--- src/rtl/inexrecur_wr_packer.sv ---
// Write-side packer for the inexact-recursion parameter store: buffers {i,z,k,l}
// tuples in a 2-entry FIFO and streams packed words into the store's write port.
module inexrecur_wr_packer #(
  parameter int unsigned FIELD_W = 8,
  parameter int unsigned ADDR_W  = 12,
  parameter int unsigned DEPTH   = 4096
) (
  input  logic                  clk,
  input  logic                  rst_n,
  input  logic                  in_valid,
  output logic                  in_ready,
  input  logic [FIELD_W-1:0]    in_i,
  input  logic [FIELD_W-1:0]    in_z,
  input  logic [FIELD_W-1:0]    in_k,
  input  logic [FIELD_W-1:0]    in_l,
  input  logic                  wr_hold,
  input  logic                  seal,
  output logic                  we,
  output logic [4*FIELD_W-1:0]  w_data,
  output logic [ADDR_W-1:0]     w_addr,
  output logic [ADDR_W:0]       count,
  output logic                  full,
  output logic                  sealed,
  output logic                  overflow_err
);

  localparam int unsigned WORD_W = 4 * FIELD_W;
  localparam int unsigned CNT_W  = ADDR_W + 1;
  localparam logic [CNT_W-1:0] DEPTH_C = CNT_W'(DEPTH);

  typedef enum logic [1:0] {
    ST_ACTIVE = 2'd0,
    ST_FULL   = 2'd1,
    ST_SEALED = 2'd2
  } state_t;

  state_t             state_q, state_d;
  logic               seal_pend_q, seal_pend_d;
  logic [WORD_W-1:0]  fifo_mem_q [2];
  logic               rd_ptr_q, wr_ptr_q;
  logic [1:0]         fifo_cnt_q;
  logic [1:0]         fifo_cnt_after_c;
  logic               pop_c, push_c, drop_c;
  logic               flush_c, ovf_set_c;
  logic [CNT_W-1:0]   count_inc_c;

  // A word leaves the FIFO only while active, unheld and below capacity
  assign pop_c  = (state_q == ST_ACTIVE) && (fifo_cnt_q != 2'd0) && !wr_hold && (count < DEPTH_C);
  assign push_c = in_valid && in_ready && (state_q == ST_ACTIVE);
  assign drop_c = in_valid && in_ready && (state_q == ST_FULL);
  assign fifo_cnt_after_c = fifo_cnt_q + 2'(push_c) - 2'(pop_c);
  assign count_inc_c = count + CNT_W'(1);
  assign full = (count == DEPTH_C);

  always_comb begin : ready_logic
    in_ready = 1'b0;
    case (state_q)
      ST_ACTIVE: in_ready = ((fifo_cnt_q < 2'd2) || pop_c) && !seal_pend_q;
      ST_FULL:   in_ready = 1'b1;
      default:   in_ready = 1'b0;
    endcase
  end

  always_comb begin : next_state
    state_d     = state_q;
    seal_pend_d = seal_pend_q;
    flush_c     = 1'b0;
    ovf_set_c   = 1'b0;
    case (state_q)
      ST_ACTIVE: begin
        seal_pend_d = seal_pend_q | seal;
        if (pop_c && (count_inc_c == DEPTH_C)) begin
          // Store just filled: anything still buffered can never be written
          state_d   = ST_FULL;
          flush_c   = 1'b1;
          ovf_set_c = (fifo_cnt_after_c != 2'd0);
        end else if (seal_pend_d && (fifo_cnt_after_c == 2'd0) && !push_c) begin
          state_d = ST_SEALED;
        end
      end
      ST_FULL: begin
        ovf_set_c = drop_c;
        if (seal || seal_pend_q) state_d = ST_SEALED;
      end
      default: state_d = ST_SEALED;
    endcase
  end

  always_ff @(posedge clk or negedge rst_n) begin : state_reg
    if (!rst_n) begin
      state_q     <= ST_ACTIVE;
      seal_pend_q <= 1'b0;
    end else begin
      state_q     <= state_d;
      seal_pend_q <= seal_pend_d;
    end
  end

  always_ff @(posedge clk or negedge rst_n) begin : fifo_reg
    if (!rst_n) begin
      fifo_mem_q[0] <= '0;
      fifo_mem_q[1] <= '0;
      rd_ptr_q      <= 1'b0;
      wr_ptr_q      <= 1'b0;
      fifo_cnt_q    <= 2'd0;
    end else if (flush_c) begin
      rd_ptr_q   <= 1'b0;
      wr_ptr_q   <= 1'b0;
      fifo_cnt_q <= 2'd0;
    end else begin
      if (push_c) begin
        fifo_mem_q[wr_ptr_q] <= {in_i, in_z, in_k, in_l};
        wr_ptr_q             <= ~wr_ptr_q;
      end
      if (pop_c) rd_ptr_q <= ~rd_ptr_q;
      fifo_cnt_q <= fifo_cnt_after_c;
    end
  end

  always_ff @(posedge clk or negedge rst_n) begin : write_port
    if (!rst_n) begin
      we           <= 1'b0;
      w_data       <= '0;
      w_addr       <= '0;
      count        <= '0;
      sealed       <= 1'b0;
      overflow_err <= 1'b0;
    end else begin
      we <= pop_c;
      if (pop_c) begin
        w_data <= fifo_mem_q[rd_ptr_q];
        w_addr <= count[ADDR_W-1:0];
        count  <= count_inc_c;
      end
      sealed       <= (state_d == ST_SEALED);
      overflow_err <= overflow_err | ovf_set_c;
    end
  end

endmodule

--- config.mk ---
export PLATFORM = sky130hd
export DESIGN_NAME = inexrecur_wr_packer
export DESIGN_NICKNAME = d
export VERILOG_FILES = /design/src/rtl/inexrecur_wr_packer.sv
export SDC_FILE = /design/constraint.sdc
export NUM_CORES = 1
export LEC_CHECK = 0
export BUFFER_PORTS_ARGS = -buffer_cell sky130_fd_sc_hd__buf_2
export CORE_UTILIZATION = 24
export CTS_CLUSTER_SIZE = 14
export DETAILED_ROUTE_END_ITERATION = 10
export GPL_TIMING_DRIVEN = 0
export PLACE_DENSITY_LB_ADDON = 0.3
export SYNTH_ARGS = -nofsm -noshare
export SYNTH_HDL_FRONTEND = slang
export SYNTH_SLANG_ARGS = --single-unit
--- constraint.sdc ---
create_clock -name clk -period 3.55 [get_ports clk]
set_clock_uncertainty 0.2 [all_clocks]
set_input_delay 0 -clock clk [delete_from_list [all_inputs] [get_ports clk]]
set_output_delay 0 -clock clk [all_outputs]
set_load 0.05 [all_outputs]
==> results of run 1 <==
power groups by stage:
stage	combinational, mW	sequential (mW)	clock (mW)
2_1_floorplan	0.0431	1.63	0
3_3_place_gp	0.205	1.56	0
3_5_place_dp	0.214	1.56	0
4_1_cts	0.251	1.53	1.99
5_1_grt	0.266	1.54	2.05
6_report	0.246	1.53	1.93
logic make-up (layout without fill, tap and decap cells):
| kind of cell | count (synthesis) | after routing | share of synthesized area (%) |
|---|---|---|---|
| compound gates | 46 | 46 | 4.828 |
| buf+inv | 26 | 194 | 2.869 |
| flops | 131 | 131 | 59.67 |
| mux | 108 | 108 | 21.68 |
| simple gates | 80 | 80 | 7.493 |
| xor+xnor | 13 | 13 | 2.323 |
| fa+ha+maj | 5 | 5 | 1.139 |
registers in the layout, indices dropped and copies added, names as in the netlist, 2 cells and up:
signal and cells:
fifo_mem_q 64, w_data 32, count 13, w_addr 12, fifo_cnt_q 2, state_q 2
metal layers:
metal,up-vias,global-route usage (%),routed length (um)
met5,-,0,0
met4,0,3.896,142
met3,11,3.261,541
met2,83,19.92,6638
met1,1904,15.85,6264
li1,1758,-,-
cells in the final DEF (no fill, tap or decap), types with 2 or more instances in the layout:
cell	synthesis	routed
nor4_1	3	3
a21oi_1	33	33
nand3_1	7	7
buf_2	9	104
xor2_1	4	4
nor2_1	40	40
and4_2	3	3
a211oi_2	2	2
o221ai_1	2	2
dfrtp_1	131	131
bufinv_16	0	5
clkbuf_1	4	6
inv_1	6	6
nand2_1	6	6
clkbuf_8	0	3
buf_16	0	2
xnor2_1	8	8
clkinv_2	0	2
ha_1	5	5
o21ai_0	5	5
and4_1	2	2
and3_1	4	4
dlygate4sd3_1	0	37
mux2i_1	32	32
clkbuf_16	0	17
nand4_1	2	2
buf_6	6	8
mux2_4	4	4
mux2_2	72	72
nor4b_1	2	2
or2_2	2	2
worst max-delay path, cell delays in order (launching register included):
cell,delay (ps)
dfrtp_1,430
or4_1,530
buf_2,180
nor2_1,200
buf_6,200
clkbuf_4,260
ha_1,250
inv_1,60
ha_1,160
xnor3_1,160
nand2b_1,90
a211o_1,250
o221ai_1,190
timing repair:
action / CTS / global route
setup endpoints to repair: 0 / 2
hold buffers: 38 / 0
gates resized for setup: 0 / 4
hold endpoints to repair: 207 / 0
worst paths after layout:
| kind | start | to | slack [ps] | depth (start not counted) |
|---|---|---|---|---|
| hold reg to reg | overflow_err | overflow_err | 270 | 2 |
| hold / removal | seal | seal_pend_q | 150 | 3 |
| setup reg to reg | state_q[1] | sealed | 290 | 12 |
| min in group asynchronous | rst_n | fifo_mem_q[33] | 340 | 3 |
| setup / recovery | state_q[1] | sealed | 290 | 12 |
| max in group asynchronous | rst_n | fifo_mem_q[15] | 2230 | 4 |
cell type report:
type / count / area [um^2]
plain buffers: 20 / 143.9
clock buffers: 22 / 474.2
clock inverters: 9 / 176.4
fillers: 2229 / 14740
inverters: 6 / 22.52
multi-input cells: 252 / 2058
flip-flops and latches: 131 / 3278
well taps: 280 / 350.3
repair buffers: 137 / 922.1
==> flow_metrics.py, run 1 <==
metrics = {
    "layout": {
        "fin_area_um2": 7426,
        "post-route-util_pct": 33.51,
        "drive_above_1_share_pct": 39.86,
        "fin_nets": 607,
        "fin_cells": 857,
        "num_antenna_cells": 0,
        "syn_to_final_growth_pct": 35.16,
    },
    "clock_network": {
        "numCtsBuffers": 17,
        "clk_path_buf_depth": 2,
        "cts.root.buffer_cell": "clkbuf_16",
        "cts_max_level": 4,
        "clk_pin_slew_worst_paths_ps": 60,
        "insertion_delay_ps": 410,
        "cts_tree": "done",
        "cts_setup_buffers": 0,
        "clock_sinks": 131,
    },
    "sta": {
        "slew_violations": 0,
        "rsz0062_at_grt": "false",
        "tightestPinTransition_ps": 842.5,
        "relSlewSlack_pct": 43.83,
        "finalSetupViolations": 0,
        "setup_ws_ps": 292.4,
        "layout_min_cycle_time_ps": 3258,
        "whs_ps": 150.1,
        "fin_setup_tns_ps": 0,
        "hold_violations": 0,
        "fin_crit_sh_pct": 91.76,
        "fmax_ghz": 0.3070,
    },
    "yosys": {
        "yosysSeqAreaShare_pct": 59.67,
        "ys_top_cells_by_count": "131 x dfrtp_1, 72 x mux2_2, 40 x nor2_1, 33 x a21oi_1, 32 x mux2i_1",
        "synth_top_area_share_pct": 59.67,
        "post-synth-top-area-cell": "dfrtp_1",
        "syn_avg_cell_area_um2": 13.43,
        "synth.distinct_cells": 40,
        "syn_nets": 451,
        "synth_edf_count": 0,
        "netlist_instances": 409,
        "ys_warn_count": 0,
        "ys.flop_type": "dfrtp_1",
        "synth_area_um2": 5494,
        "yosysMostFrequentCell": "dfrtp_1",
        "synth.top_cells.by_area": "dfrtp_1 60%, mux2_2 15%, mux2i_1 5.8%",
        "ys_seq_elements": 131,
        "async_flop_share_pct": 100.0,
    },
    "pwr": {
        "power_leakage_nw": 3.699,
        "clockPowerShare_pct": 52.0,
        "p_sw_uw": 808.9,
        "power_frac_seq_pct": 41.4,
        "combinationalPowerShare_pct": 6.6,
        "p_int_mw": 2.901,
        "design_power_total_mw": 3.710,
        "sw_frac_of_total_pct": 21.80,
        "p_per_area_nw_per_um2": 499.6,
        "ir_drop_v": 0.0002490,
    },
    "min_path": {
        "hold_class": "in -> reg",
    },
    "placed_design": {
        "dp.cells": 788,
        "portBuffers": 98,
        "dp_hpwl_mm": 9.079,
        "pre_cts_slack_ps": 64.41,
        "gp_congestion": 0.7643,
        "dpl_cell_area_um2": 6369,
    },
    "floorplan": {
        "coreArea_um2": 22160,
        "die_h_um": 153.3,
        "die_area_um2": 23500,
        "io_pins": 99,
        "num_rows": 54,
        "die_width_um": 153.3,
        "start_util_pct": 24.79,
    },
    "global_routing": {
        "overflow": 0,
        "antenna_found_initial": 0,
        "grt_use_total_pct": 12.27,
        "grt_pass1_vias": 3969,
        "grt_pass1_wl_mm": 22.02,
        "grt_max_degree": 67,
    },
    "route": {
        "vias": 3756,
        "drt_first_pass_iters": 4,
        "wire_per_inst_um": 15.86,
        "viasPerCell": 4.383,
        "wirelength_mm": 13.59,
        "route.detailed.drc": 0,
        "drt-initial-drc-count": 109,
        "ant_nets": 0,
    },
    "critical_path": {
        "worstPathArrival_ps": 3370,
        "end_kind": "flip-flop",
        "startpoint_type": "flip-flop",
        "crit_path_max_fanout": 11,
        "crit_type": "reg -> reg",
        "crit_required_ps": 3660,
    },
    "run": {
        "maxCapViolations": 0,
    },
    "run_status": {
        "outcome": "finished, final reports clean",
    },
}
Note: power is estimated with default switching activity, not from simulation.
==> run 2, diff against run 1 <==
- CORE_UTILIZATION: 24 -> 30
==> flow_metrics.py, run 2 (synthesis gave the netlist of run 1 again) <==
metrics = {
    "run_status": {
        "outcome": "finished, final reports clean",
    },
    "layout": {
        "largest_register_ffs": 64,
        "syn_to_final_growth_pct": 32.95,
        "fin_cells": 807,
        "multi_input_area_um2": 2058,
        "fin_nets": 607,
        "num_antenna_cells": 0,
        "layout_common_cells": "131 x dfrtp_1, 105 x buf_2, 72 x mux2_2",
        "drive_above_1_share_pct": 39.79,
        "regMostFlops": "fifo_mem_q",
        "regArea_um2": 3278,
        "final_common_cell": "dfrtp_1",
        "top_regs": "fifo_mem_q x64, w_data x32, count x13",
        "fillCellCount": 1739,
    },
    "critical_path": {
        "reg2regPathDepth": 11,
        "crit_family": "simple AND/OR/NAND/NOR gates",
        "cp_num_buf_inv": 4,
        "crit_type": "reg -> reg",
        "r2r-end": "sealed",
        "crit_path_max_fanout": 11,
        "critical_path_depth": 11,
        "end_kind": "flip-flop",
        "cp_slowest_cell": "or4_1",
        "crit_required_ps": 3670,
        "regToRegStartpoint": "state_q[1]",
        "worstPathArrival_ps": 3440,
        "slowest_delay_ps": 520,
        "startpoint_type": "flip-flop",
        "r2r_slack_ps": 230,
        "crit_chain": "or4_1, buf_2, nor2_1, buf_2, clkbuf_4, ha_1, inv_1, ha_1, nand2b_1, a211o_1, o221ai_1",
    },
    "floorplan": {
        "die_width_um": 137.3,
        "start_util_pct": 30.58,
        "coreArea_um2": 17960,
        "die_h_um": 137.3,
        "die_area_um2": 18860,
        "io_pins": 99,
        "num_rows": 49,
    },
    "clock_network": {
        "clock_sinks": 131,
        "numCtsBuffers": 17,
        "insertion_delay_ps": 410,
        "clk_pin_slew_worst_paths_ps": 60,
        "cts_tree": "done",
        "cts_max_level": 4,
        "cts.root.buffer_cell": "clkbuf_16",
        "clk_path_buf_depth": 2,
    },
    "global_routing": {
        "overflow": 0,
        "grt_pass1_vias": 3844,
        "antenna_found_initial": 0,
        "grt_max_degree": 77,
        "grt_use_total_pct": 14.48,
        "grt_pass1_wl_mm": 20.27,
    },
    "route": {
        "drt_first_pass_iters": 4,
        "ant_nets": 0,
        "viasPerCell": 4.663,
        "wirelength_mm": 12.61,
        "wire_per_inst_um": 15.62,
        "vias": 3763,
        "drt-initial-drc-count": 184,
        "route.detailed.drc": 0,
    },
    "placed_design": {
        "dp.cells": 737,
        "portBuffers": 98,
        "gp_congestion": 0.7498,
        "pre_cts_slack_ps": 168.8,
        "dp_hpwl_mm": 8.533,
    },
    "sta": {
        "slew_violations": 0,
        "rsz0062_at_grt": "false",
        "hold_violations": 0,
        "fin_setup_tns_ps": 0,
        "layout_min_cycle_time_ps": 3317,
        "tightestPinTransition_ps": 880.8,
        "finalSetupViolations": 0,
        "fmax_ghz": 0.3014,
        "fin_crit_sh_pct": 93.45,
        "setup_ws_ps": 232.6,
        "whs_ps": 151.3,
        "relSlewSlack_pct": 41.28,
    },
    "min_path": {
        "holdPathEnd": "seal_pend_q",
        "hold_depth": 3,
        "hold_class": "in -> reg",
        "hp-start": "seal",
    },
    "pwr": {
        "p_per_area_nw_per_um2": 488.5,
        "ir_drop_v": 0.0003225,
        "power_leakage_nw": 3.680,
    },
    "run": {
        "maxCapViolations": 0,
    },
}
## run 2: cell count changes in the layout (fill, tap and decap cells not counted)
| cell | delta |
|---|---|
| clkbuf_1 | +1 |
| clkbuf_8 | -3 |
| clkinv_4 | -1 |
| bufinv_16 | -1 |
| buf_2 | +1 |
| clkinv_2 | +5 |
| buf_6 | -1 |
## run 2: final cells by class
class	instances	share of cell area, %
buffer	20	1.884
clock buffer	20	5.978
clock inverter	12	2.227
inverter	6	0.3083
multi-input combinational	252	28.18
sequential	131	44.88
tap	229	3.923
timing repair buffer	137	12.62
## run 2: per-stage QoR
step	util [%]	power, mW	cell area, um^2
after floorplan	-	1.675	5494
after detailed placement	35.10	1.775	6305
final	40.66	3.569	7305
after global routing	40.66	3.707	7305
after global placement	34.91	1.764	6271
after CTS	40.65	3.627	7302
## run 2: worst max path at each step
stage | slack, ps | from | end
6_report | 230 | state_q[1] | sealed
5_1_grt | 20 | state_q[1] | sealed
4_1_cts | 140 | state_q[1] | sealed
3_5_place_dp | 170 | state_q[1] | sealed
3_3_place_gp | 160 | state_q[1] | sealed
2_1_floorplan | 430 | count[12] | sealed
## run 2: what timing repair did
action                     in CTS  in global routing
setup endpoints to repair       0                  2
setup buffers                   0                  0
resized for setup               0                  1
hold endpoints to repair      208                  0
hold buffers                   38                  0
## run 2: metal layers
| layer | GRT usage (%) | wire, um |
|---|---|---|
| met2 | 22.95 | 6135 |
| met3 | 3.826 | 496 |
| met1 | 18.65 | 5838 |
| met5 | 0 | 0 |
| met4 | 6.044 | 136 |
## run 2: power breakdown
part	switching, mW	internal [mW]
Combinational	0.158	0.0865
Clock	0.626	1.16
Sequential	0.0172	1.52
Total	0.801	2.77
## run 2: worst min-delay path, cell delays in order
cell           delay, ps
dlygate4sd3_1        520
buf_2                110
a21o_1               100
==> run 3, diff against run 2 <==
- REMOVE_ABC_BUFFERS: not set -> 1
==> flow_metrics.py, run 3 (synthesis gave the netlist of run 1 again) <==
metrics = {
    "route": {
        "wirelength_mm": 11.93,
        "route.detailed.drc": 0,
        "viasPerCell": 4.667,
        "drt-initial-drc-count": 119,
        "wire_per_inst_um": 15.04,
        "ant_nets": 0,
        "drt_first_pass_iters": 4,
        "vias": 3701,
    },
    "floorplan": {
        "num_rows": 49,
        "die_area_um2": 18860,
        "io_pins": 99,
        "coreArea_um2": 17960,
        "die_width_um": 137.3,
        "start_util_pct": 30.58,
        "die_h_um": 137.3,
    },
    "min_path": {
        "hold_class": "in -> reg",
        "hp-start": "in_k[3]",
    },
    "critical_path": {
        "cp-startpoint": "state_q[1]",
        "crit_type": "reg -> reg",
        "crit_path_max_fanout": 22,
        "startpoint_type": "flip-flop",
        "worstPathArrival_ps": 3360,
        "crit_chain": "or4_1, nor2_4, ha_1, inv_1, ha_1, xnor3_1, nand2b_1, a211o_1, o221ai_1",
        "cpMostUsedCell": "ha_1",
        "regToRegStartpoint": "state_q[1]",
        "cp_slowest_cell": "or4_1",
        "slowest_delay_ps": 710,
        "crit_required_ps": 3680,
        "end_kind": "flip-flop",
    },
    "sta": {
        "fin_crit_sh_pct": 90.91,
        "finalSetupViolations": 0,
        "setup_ws_ps": 322.7,
        "fmax_ghz": 0.3099,
        "rsz0062_at_grt": "false",
        "slew_violations": 0,
        "relSlewSlack_pct": 56.43,
        "whs_ps": 163.6,
        "hold_violations": 0,
        "tightestPinTransition_ps": 652.0,
        "layout_min_cycle_time_ps": 3227,
    },
    "placed_design": {
        "pre_cts_slack_ps": 326.3,
        "portBuffers": 98,
        "gp_congestion": 0.7228,
        "dp.cells": 724,
        "dpl_cell_area_um2": 6334,
        "dp_hpwl_mm": 7.954,
    },
    "global_routing": {
        "busiest_layer": "met2",
        "met3_usage_pct": 3.863,
        "grt_max_degree": 63,
        "grt_use_total_pct": 13.94,
        "use_met1_pct": 16.97,
        "antenna_found_initial": 0,
        "grt_pass1_wl_mm": 19.83,
        "met2_usage_pct": 22.90,
        "grt_pass1_vias": 3937,
        "overflow": 0,
    },
    "layout": {
        "largest_register_ffs": 64,
        "regArea_um2": 3279,
        "multi_input_area_um2": 2081,
        "syn_to_final_growth_pct": 31.91,
        "top_regs": "fifo_mem_q x64, w_data x32, count x13",
        "fin_area_um2": 7247,
        "fin_nets": 594,
        "fin_cells": 793,
        "layout_common_cells": "130 x dfrtp_1, 97 x buf_2, 72 x mux2_2",
        "num_antenna_cells": 0,
        "post-route-util_pct": 40.34,
        "final_common_cell": "dfrtp_1",
        "regMostFlops": "fifo_mem_q",
        "fillCellCount": 1709,
        "drive_above_1_share_pct": 38.65,
    },
    "clock_network": {
        "numCtsBuffers": 17,
        "insertion_delay_ps": 420,
        "cts.root.buffer_cell": "clkbuf_16",
        "clk_pin_slew_worst_paths_ps": 60,
        "cts_setup_buffers": 0,
        "cts_tree": "done",
        "clock_sinks": 131,
        "cts_max_level": 4,
        "clk_path_buf_depth": 2,
    },
    "run_status": {
        "outcome": "finished, final reports clean",
    },
    "pwr": {
        "clockPowerShare_pct": 47.2,
        "combinationalPowerShare_pct": 7.1,
        "p_int_mw": 2.575,
        "power_leakage_nw": 3.601,
        "p_sw_uw": 793.9,
        "sw_frac_of_total_pct": 23.56,
        "ir_drop_v": 0.0003074,
        "p_per_area_nw_per_um2": 464.9,
        "power_frac_seq_pct": 45.7,
    },
    "run": {
        "maxCapViolations": 0,
    },
}
-- run 3: cell count changes in the layout (fill, tap and decap cells not counted), moves of 2 or more --
cell,change
buf_6,-6
a211oi_2,-2
a211oi_4,+2
buf_2,-8
bufinv_16,-3
buf_8,+3
clkinv_2,-3
buf_12,+3
-- run 3: path summary, 6_finish.rpt --
kind	endpoint	slack, ps	cells after the start
setup / recovery	sealed	320	9
hold / removal	fifo_mem_q[11]	160	3
setup reg to reg	sealed	320	9
hold reg to reg	overflow_err	270	2
max in group asynchronous	fifo_mem_q[33]	2040	4
min in group asynchronous	fifo_mem_q[10]	450	3
-- run 3: per-layer routing --
| layer | up-vias | wire length [um] |
|---|---|---|
| met5 | - | 0 |
| met2 | 74 | 5833 |
| li1 | 1730 | - |
| met3 | 17 | 461 |
| met4 | 0 | 195 |
| met1 | 1880 | 5437 |
-- run 3: final cells by class --
class,count,share of cell area (%)
multi-input cells,252,28.71
repair buffers,144,14.55
well taps,229,3.954
flip-flops and latches,131,45.25
inverters,6,0.3108
clock inverters,6,0.7942
clock buffers,25,6.423
-- run 3: critical path, delay by kind of cell (launching register included) --
kind / cells / cell delay (ps)
compound gates: 2 / 420
simple gates: 3 / 1380
buf+inv: 1 / 60
fa+ha+maj: 2 / 480
flops: 1 / 430
xor+xnor: 1 / 160
-- run 3: what timing repair did --
item / CTS / global route
resized for setup: 0 / 0
setup endpoints to repair: 0 / 0
hold buffers: 38 / 0
endpoints found under the hold margin: 207 / 0
-- run 3: power by group through the flow --
stage | Combinational, mW | Clock, mW | Sequential [mW]
after floorplan | 0.0361 | 0 | 1.64
after global placement | 0.191 | 0 | 1.57
after detailed placement | 0.207 | 0 | 1.57
after CTS | 0.242 | 1.65 | 1.54
after global routing | 0.258 | 1.71 | 1.54
final | 0.238 | 1.59 | 1.54
-- run 3: metrics by stage --
step                      total power, mW  TNS, ps
after floorplan                     1.675   -67330
after global placement              1.762  -208280
after detailed placement            1.773        0
after CTS                           3.428        0
after global routing                3.511        0
final                               3.369        0
